==> src/rtl/ofdm_cp_remover.sv <==
// OFDM cyclic-prefix remover: drops cp_len samples, then forwards 2^fft_len_log2 samples per symbol.
// Sizes are shadowed at symbol start so a settings write never disturbs the symbol in flight.
module ofdm_cp_remover #(
  parameter int unsigned BASE  = 0,
  parameter int unsigned WIDTH = 32
) (
  input  logic             clk,
  input  logic             aresetn,
  input  logic             clear,
  input  logic             set_stb,
  input  logic [7:0]       set_addr,
  input  logic [31:0]      set_data,
  input  logic [WIDTH-1:0] i_tdata,
  input  logic             i_tlast,
  input  logic             i_tvalid,
  output logic             i_tready,
  output logic [WIDTH-1:0] o_tdata,
  output logic             o_tlast,
  output logic             o_tvalid,
  input  logic             o_tready,
  output logic             trunc
);

  localparam int unsigned AddrCpInt = BASE + 1;
  localparam logic [7:0]  AddrFft   = BASE[7:0];
  localparam logic [7:0]  AddrCp    = AddrCpInt[7:0];

  typedef enum logic {StDrop, StPass} state_e;

  state_e           state_q, state_d, st_cur;
  logic [9:0]       cnt_q, cnt_d;
  logic             sym_start_q, sym_start_d;
  logic [3:0]       fft_q, fft_d, fft_sh_q, fft_sh_d, fft_cur;
  logic [9:0]       cp_q, cp_d, cp_sh_q, cp_sh_d, cp_cur, cp_last;
  logic [10:0]      pass_last;
  logic [WIDTH-1:0] odata_q, odata_d;
  logic             olast_q, olast_d;
  logic             ovalid_q, ovalid_d;
  logic             trunc_q, trunc_d;
  logic             accept, sym_end;
  logic             unused_set;

  assign unused_set = ^set_data[31:10];

  function automatic logic [3:0] clamp_fft(input logic [3:0] v);
    if (v < 4'd3) begin
      return 4'd3;
    end else if (v > 4'd10) begin
      return 4'd10;
    end
    return v;
  endfunction

  assign i_tready = ~ovalid_q | o_tready;
  assign accept   = i_tvalid & i_tready;
  assign o_tdata  = odata_q;
  assign o_tlast  = olast_q;
  assign o_tvalid = ovalid_q;
  assign trunc    = trunc_q;

  always_comb begin
    fft_d = fft_q;
    cp_d  = cp_q;
    if (set_stb && (set_addr == AddrFft)) begin
      fft_d = clamp_fft(set_data[3:0]);
    end
    if (set_stb && (set_addr == AddrCp)) begin
      cp_d = set_data[9:0];
    end
  end

  // At symbol start the live registers (including a same-cycle write) define the symbol.
  always_comb begin
    fft_cur   = sym_start_q ? fft_d : fft_sh_q;
    cp_cur    = sym_start_q ? cp_d : cp_sh_q;
    st_cur    = sym_start_q ? ((cp_cur == 10'd0) ? StPass : StDrop) : state_q;
    pass_last = (11'd1 << fft_cur) - 11'd1;
    cp_last   = cp_cur - 10'd1;
    sym_end   = ({1'b0, cnt_q} == pass_last);
  end

  always_comb begin
    state_d     = state_q;
    cnt_d       = cnt_q;
    sym_start_d = sym_start_q;
    fft_sh_d    = fft_sh_q;
    cp_sh_d     = cp_sh_q;
    odata_d     = odata_q;
    olast_d     = olast_q;
    ovalid_d    = ovalid_q;
    trunc_d     = 1'b0;

    if (sym_start_q) begin
      fft_sh_d = fft_d;
      cp_sh_d  = cp_d;
    end
    if (i_tready) begin
      ovalid_d = 1'b0;
    end

    if (accept) begin
      sym_start_d = 1'b0;
      state_d     = st_cur;
      unique case (st_cur)
        StDrop: begin
          if (i_tlast) begin
            trunc_d     = 1'b1;
            cnt_d       = 10'd0;
            sym_start_d = 1'b1;
            state_d     = StDrop;
          end else if (cnt_q == cp_last) begin
            cnt_d   = 10'd0;
            state_d = StPass;
          end else begin
            cnt_d = cnt_q + 10'd1;
          end
        end
        StPass: begin
          ovalid_d = 1'b1;
          odata_d  = i_tdata;
          olast_d  = sym_end | i_tlast;
          if (sym_end || i_tlast) begin
            trunc_d     = ~sym_end;
            cnt_d       = 10'd0;
            // A zero-length CP resolves to PASS at the next symbol start.
            sym_start_d = 1'b1;
            state_d     = StDrop;
          end else begin
            cnt_d = cnt_q + 10'd1;
          end
        end
        default: state_d = StDrop;
      endcase
    end

    if (clear) begin
      ovalid_d    = 1'b0;
      trunc_d     = 1'b0;
      state_d     = StDrop;
      cnt_d       = 10'd0;
      sym_start_d = 1'b1;
      fft_sh_d    = fft_d;
      cp_sh_d     = cp_d;
    end
  end

  always_ff @(posedge clk or negedge aresetn) begin
    if (!aresetn) begin
      state_q     <= StDrop;
      cnt_q       <= 10'd0;
      sym_start_q <= 1'b1;
      fft_q       <= 4'd6;
      cp_q        <= 10'd16;
      fft_sh_q    <= 4'd6;
      cp_sh_q     <= 10'd16;
      odata_q     <= '0;
      olast_q     <= 1'b0;
      ovalid_q    <= 1'b0;
      trunc_q     <= 1'b0;
    end else begin
      state_q     <= state_d;
      cnt_q       <= cnt_d;
      sym_start_q <= sym_start_d;
      fft_q       <= fft_d;
      cp_q        <= cp_d;
      fft_sh_q    <= fft_sh_d;
      cp_sh_q     <= cp_sh_d;
      odata_q     <= odata_d;
      olast_q     <= olast_d;
      ovalid_q    <= ovalid_d;
      trunc_q     <= trunc_d;
    end
  end

endmodule

==> config.mk <==
export PLATFORM = sky130hd
export DESIGN_NAME = ofdm_cp_remover
export DESIGN_NICKNAME = d
export VERILOG_FILES = /design/src/rtl/ofdm_cp_remover.sv
export SDC_FILE = /design/constraint.sdc
export NUM_CORES = 1
export LEC_CHECK = 0
export ABC_AREA = 1
export ABC_CLOCK_PERIOD_IN_PS = 7150
export CAP_MARGIN = 10
export CORE_ASPECT_RATIO = 0.8
export CORE_MARGIN = 4
export CORE_UTILIZATION = 38
export CTS_BUF_LIST = sky130_fd_sc_hd__clkbuf_4
export DETAILED_ROUTE_END_ITERATION = 10
export PLACE_DENSITY_LB_ADDON = 0.05
export SYNTH_ARGS = -nofsm -noshare
export SYNTH_HDL_FRONTEND = slang
export SYNTH_SLANG_ARGS = --single-unit
==> constraint.sdc <==
create_clock -name clk -period 7.15 [get_ports clk]
set_input_delay 1.43 -clock clk [delete_from_list [all_inputs] [get_ports clk]]
set_output_delay 1.43 -clock clk [all_outputs]
set_load 0.03 [all_outputs]
==> metrics.txt <==
final number of setup-violating endpoints=0; global-route wire length before repair=just over 20,000 µm; post-DR wirelength/cell=approximately 14 µm; input/output buffers=between 90 and 100; cell seen most often among critical-path stages=nand2_1; maximum number of pins on one net before global-route repair=76; status=finished, final reports clean; post-synth top area share=0.368; count of yosys warnings during synthesis=0; reg2reg start=sym_start_q; CP Data Required Time=7.48 ns; clock tree from TritonCTS=done; width of the chip=131 µm; area of the mapped netlist=4630 µm²; number of nets in the layout=804; sort of element at the end of the critical path=flip-flop; distinct cell type count after synthesis=36; total nets after synthesis=approximately 720; sequential cell area fraction in the yosys report=0.407; CP Capture Point=o_tdata[23]; ys async rst share=1.00; Yosys top cell by area=dfrtp_1; startpoint kind of the worst setup timing path=input port; signal arrival time at the worst endpoint=~4.8 ns; number of slew-limit violations in the final report=0; Hold Slack=0.484 ns; DRT Pass-1 Iters=5; setup repair after global routing missed its margin=no; class of the tightest hold or removal check=flip-flop to flip-flop; overflow left after global routing=0; starting density of the core=0.396; top cell types by occurrence after synthesis=nand2_1 (261), nand3_1 (69), dfrtp_1 (68), inv_1 (48), nor2_1 (32); R2R depth=19; origin of the worst setup path=set_addr[3]; total wirelength of the detailed-routed design=roughly 12,000 µm; quantity of gates resized following cts=0; latest clock arrival within the worst-skew pair=0.44 ns; most heavily used metal layer in global routing=met2; P&R area growth vs syn=23.3%; peak supply drop=0.180 mV; slowest stage cell, crit path=nor3_4; number of global-route vias before repair=4,196; clock tree skew after final layout=0.0147 ns; proportion of layout cells with a drive suffix above 1=0.131; power density over the cells=approximately 240 nW/µm²; count of max-cap constraint violations=0; number of standard-cell rows in the floorplan=35; share of the cycle needed by the critical path after routing=0.623; overall die height=107 µm; Fmax=0.225 GHz; total negative slack for setup checks=0 ns; number of storage elements in the synthesis netlist=75; flip-flop cell with the highest count after synthesis=dfrtp_1; largest driver fanout on the critical path=34; placer congestion estimate=0.936; area of the placeable core=11,700 µm²; Clock H-tree levels=3; ordered cell list for the critical path=clkdlybuf4s50_1 > nor3_4 > nand2_4 > nand2_1 > nand3_1 > nand2_2 > ha_1 > nand3b_1 > nor3_2 > nand2_1 > o21ai_2 > inv_2 > nor2_8 > inv_4 > nand2_1 > nand2_1; normalized max-slew margin=0.297; Final Critical Period=4.45 ns; Crit path largest cell delay=0.60 ns; initial antenna violation count=0; number of enable flip-flop cells after synthesis=0; Cells after DPL=858; grt met3 use=0.0530; dominant cells by area after synthesis=dfrtp_1 (37%), nand2_1 (21%), nand3_1 (7.5%); vias per cell=4.75; met1 Resource Use GR=0.247; vias after detailed routing=approximately 4,100; number of hold violations in the final report=0; count of placed standard cells in the final layout, fillers left out=873; number of DRC violations after detailed routing=0; most used standard cell by instance count after synthesis=nand2_1; clock-pin slew of the registers on the worst-case setup and hold paths=0.12 ns; met2 Usage GRT=0.271; post-synthesis instance total=639; setup repair bufs after CTS=0; antenna diode count=0; number of design-rule violations left by the first detailed-router iteration=between 200 and 250; launch instance of the worst min-delay path=o_tdata[30]; buffers from clock root to sink, at most=2; total CTS buffers=9; number of hold buffers added after cts=0; post-synthesis area per instance=7.24 µm²; Crit Path Class=input port to flip-flop; slack of the worst reg-to-reg path=3.54 ns; overall fraction of global-route tracks in use=0.178; total die area=14,000 µm²; number of sinks on the clock net=75; DP HPWL=approximately 9000 µm; leakage power=3.02 nW; root cell of the clock tree=clkbuf_4; number of nets with antenna violations after routing=0; end of the worst register-to-register path=state_q; worst-margin pin slew=~1.1 ns; total I/O pin count=115
==> power breakdown <==
group          internal, mW  switching (mW)  total (mW)
Combinational         0.232           0.351       0.582
Sequential            0.510          0.0502       0.560
Clock                0.0699           0.159       0.229
==> logic make-up after synthesis <==
logic type | synth area share
xor gates and xnor gates | 0.0314
DFF | 0.407
and+or+nand+nor | 0.439
adders and majority gates | 0.0108
AOI/OAI and AO/OA | 0.0351
buffers and inverters | 0.0759
==> sequential cells by signal, indices dropped and copies added (netlist names) <==
signal	flops
fft_q	4
o_tvalid	1
fft_sh_q	4
state_q	1
cp_q	10
o_tlast	1
cnt_q	10
cp_sh_q	10
sym_start_q	1
trunc	1
o_tdata	32
==> layer usage <==
metal  wire length, µm  up-vias
met1              5860     1903
li1                  -     2157
met3               710        4
met2              5160       85
met4                77        0
met5                 0        -
==> area by class of cell <==
| class | instances | area, µm² |
|---|---|---|
| timing repair buffer | 92 | 918 |
| clock buffer | 9 | 67.6 |
| multi-input combinational | 486 | 2390 |
| sequential | 75 | 1890 |
| tap | 148 | 185 |
| inverter | 57 | 216 |
| clock inverter | 6 | 42.5 |
| fill | 1134 | 5980 |
==> worst min-delay path by stage <==
stage	end	cells past startpoint	slack (ns)
4_1_cts	o_tdata[30]	2	0.49
3_3_place_gp	o_tdata[17]	2	0.45
3_5_place_dp	o_tdata[30]	2	0.46
2_1_floorplan	cp_q[0]	2	0.46
5_1_grt	o_tdata[12]	2	0.51
6_report	o_tdata[30]	2	0.48
==> through the flow <==
step / utilization / cell area [µm²] / total power [mW] / setup WS (ns)
detailed placement: 0.479 / 5600 / 1.15 / 2.20
global route: 0.488 / 5710 / 1.47 / 2.27
floorplan: - / 4630 / 0.914 / 3.34
CTS: 0.488 / 5710 / 1.39 / 2.69
global placement: 0.479 / 5600 / 1.15 / 2.22
finish: 0.488 / 5710 / 1.37 / 2.70
==> layout by cell type (no fill, tap or decap) <==
cell type	synthesis	routed
xor2_1	13	13
clkinv_1	2	2
nor2_1	32	32
nor3_4	1	1
a21oi_2	1	1
or2_2	13	13
nand2_2	26	26
clkinv_2	0	2
clkbuf_4	0	9
a21oi_1	4	4
o21ai_0	15	15
nor2_4	2	2
inv_6	0	1
clkinvlp_4	0	2
nor3_2	1	1
clkdlybuf4s50_1	0	91
buf_4	4	1
o21ai_1	3	3
dfstp_2	7	7
dfrtp_1	68	68
clkinv_4	0	1
xnor3_1	1	1
nor3_1	4	4
nand3_1	69	69
inv_1	48	48
nand3_4	1	1
inv_4	1	1
ha_1	4	4
nor3b_1	1	1
nand2_1	261	261
nand4_1	10	10
nor2_8	2	2
nand3b_1	3	3
nor2_2	3	3
nand2_4	6	6
o21ai_2	5	5
xnor2_1	1	1
inv_2	6	6
nand3_2	4	4
==> worst max-delay path, delay by kind of cell <==
family	cells	cell delay [ns]
AO/OA/AOI/OAI	1	0.10
adder cells (fa/ha/maj)	1	0.18
buffers and inverters	3	0.83
AND/OR/NAND/NOR	11	2.20
Note: power is estimated with default switching activity, not from simulation.
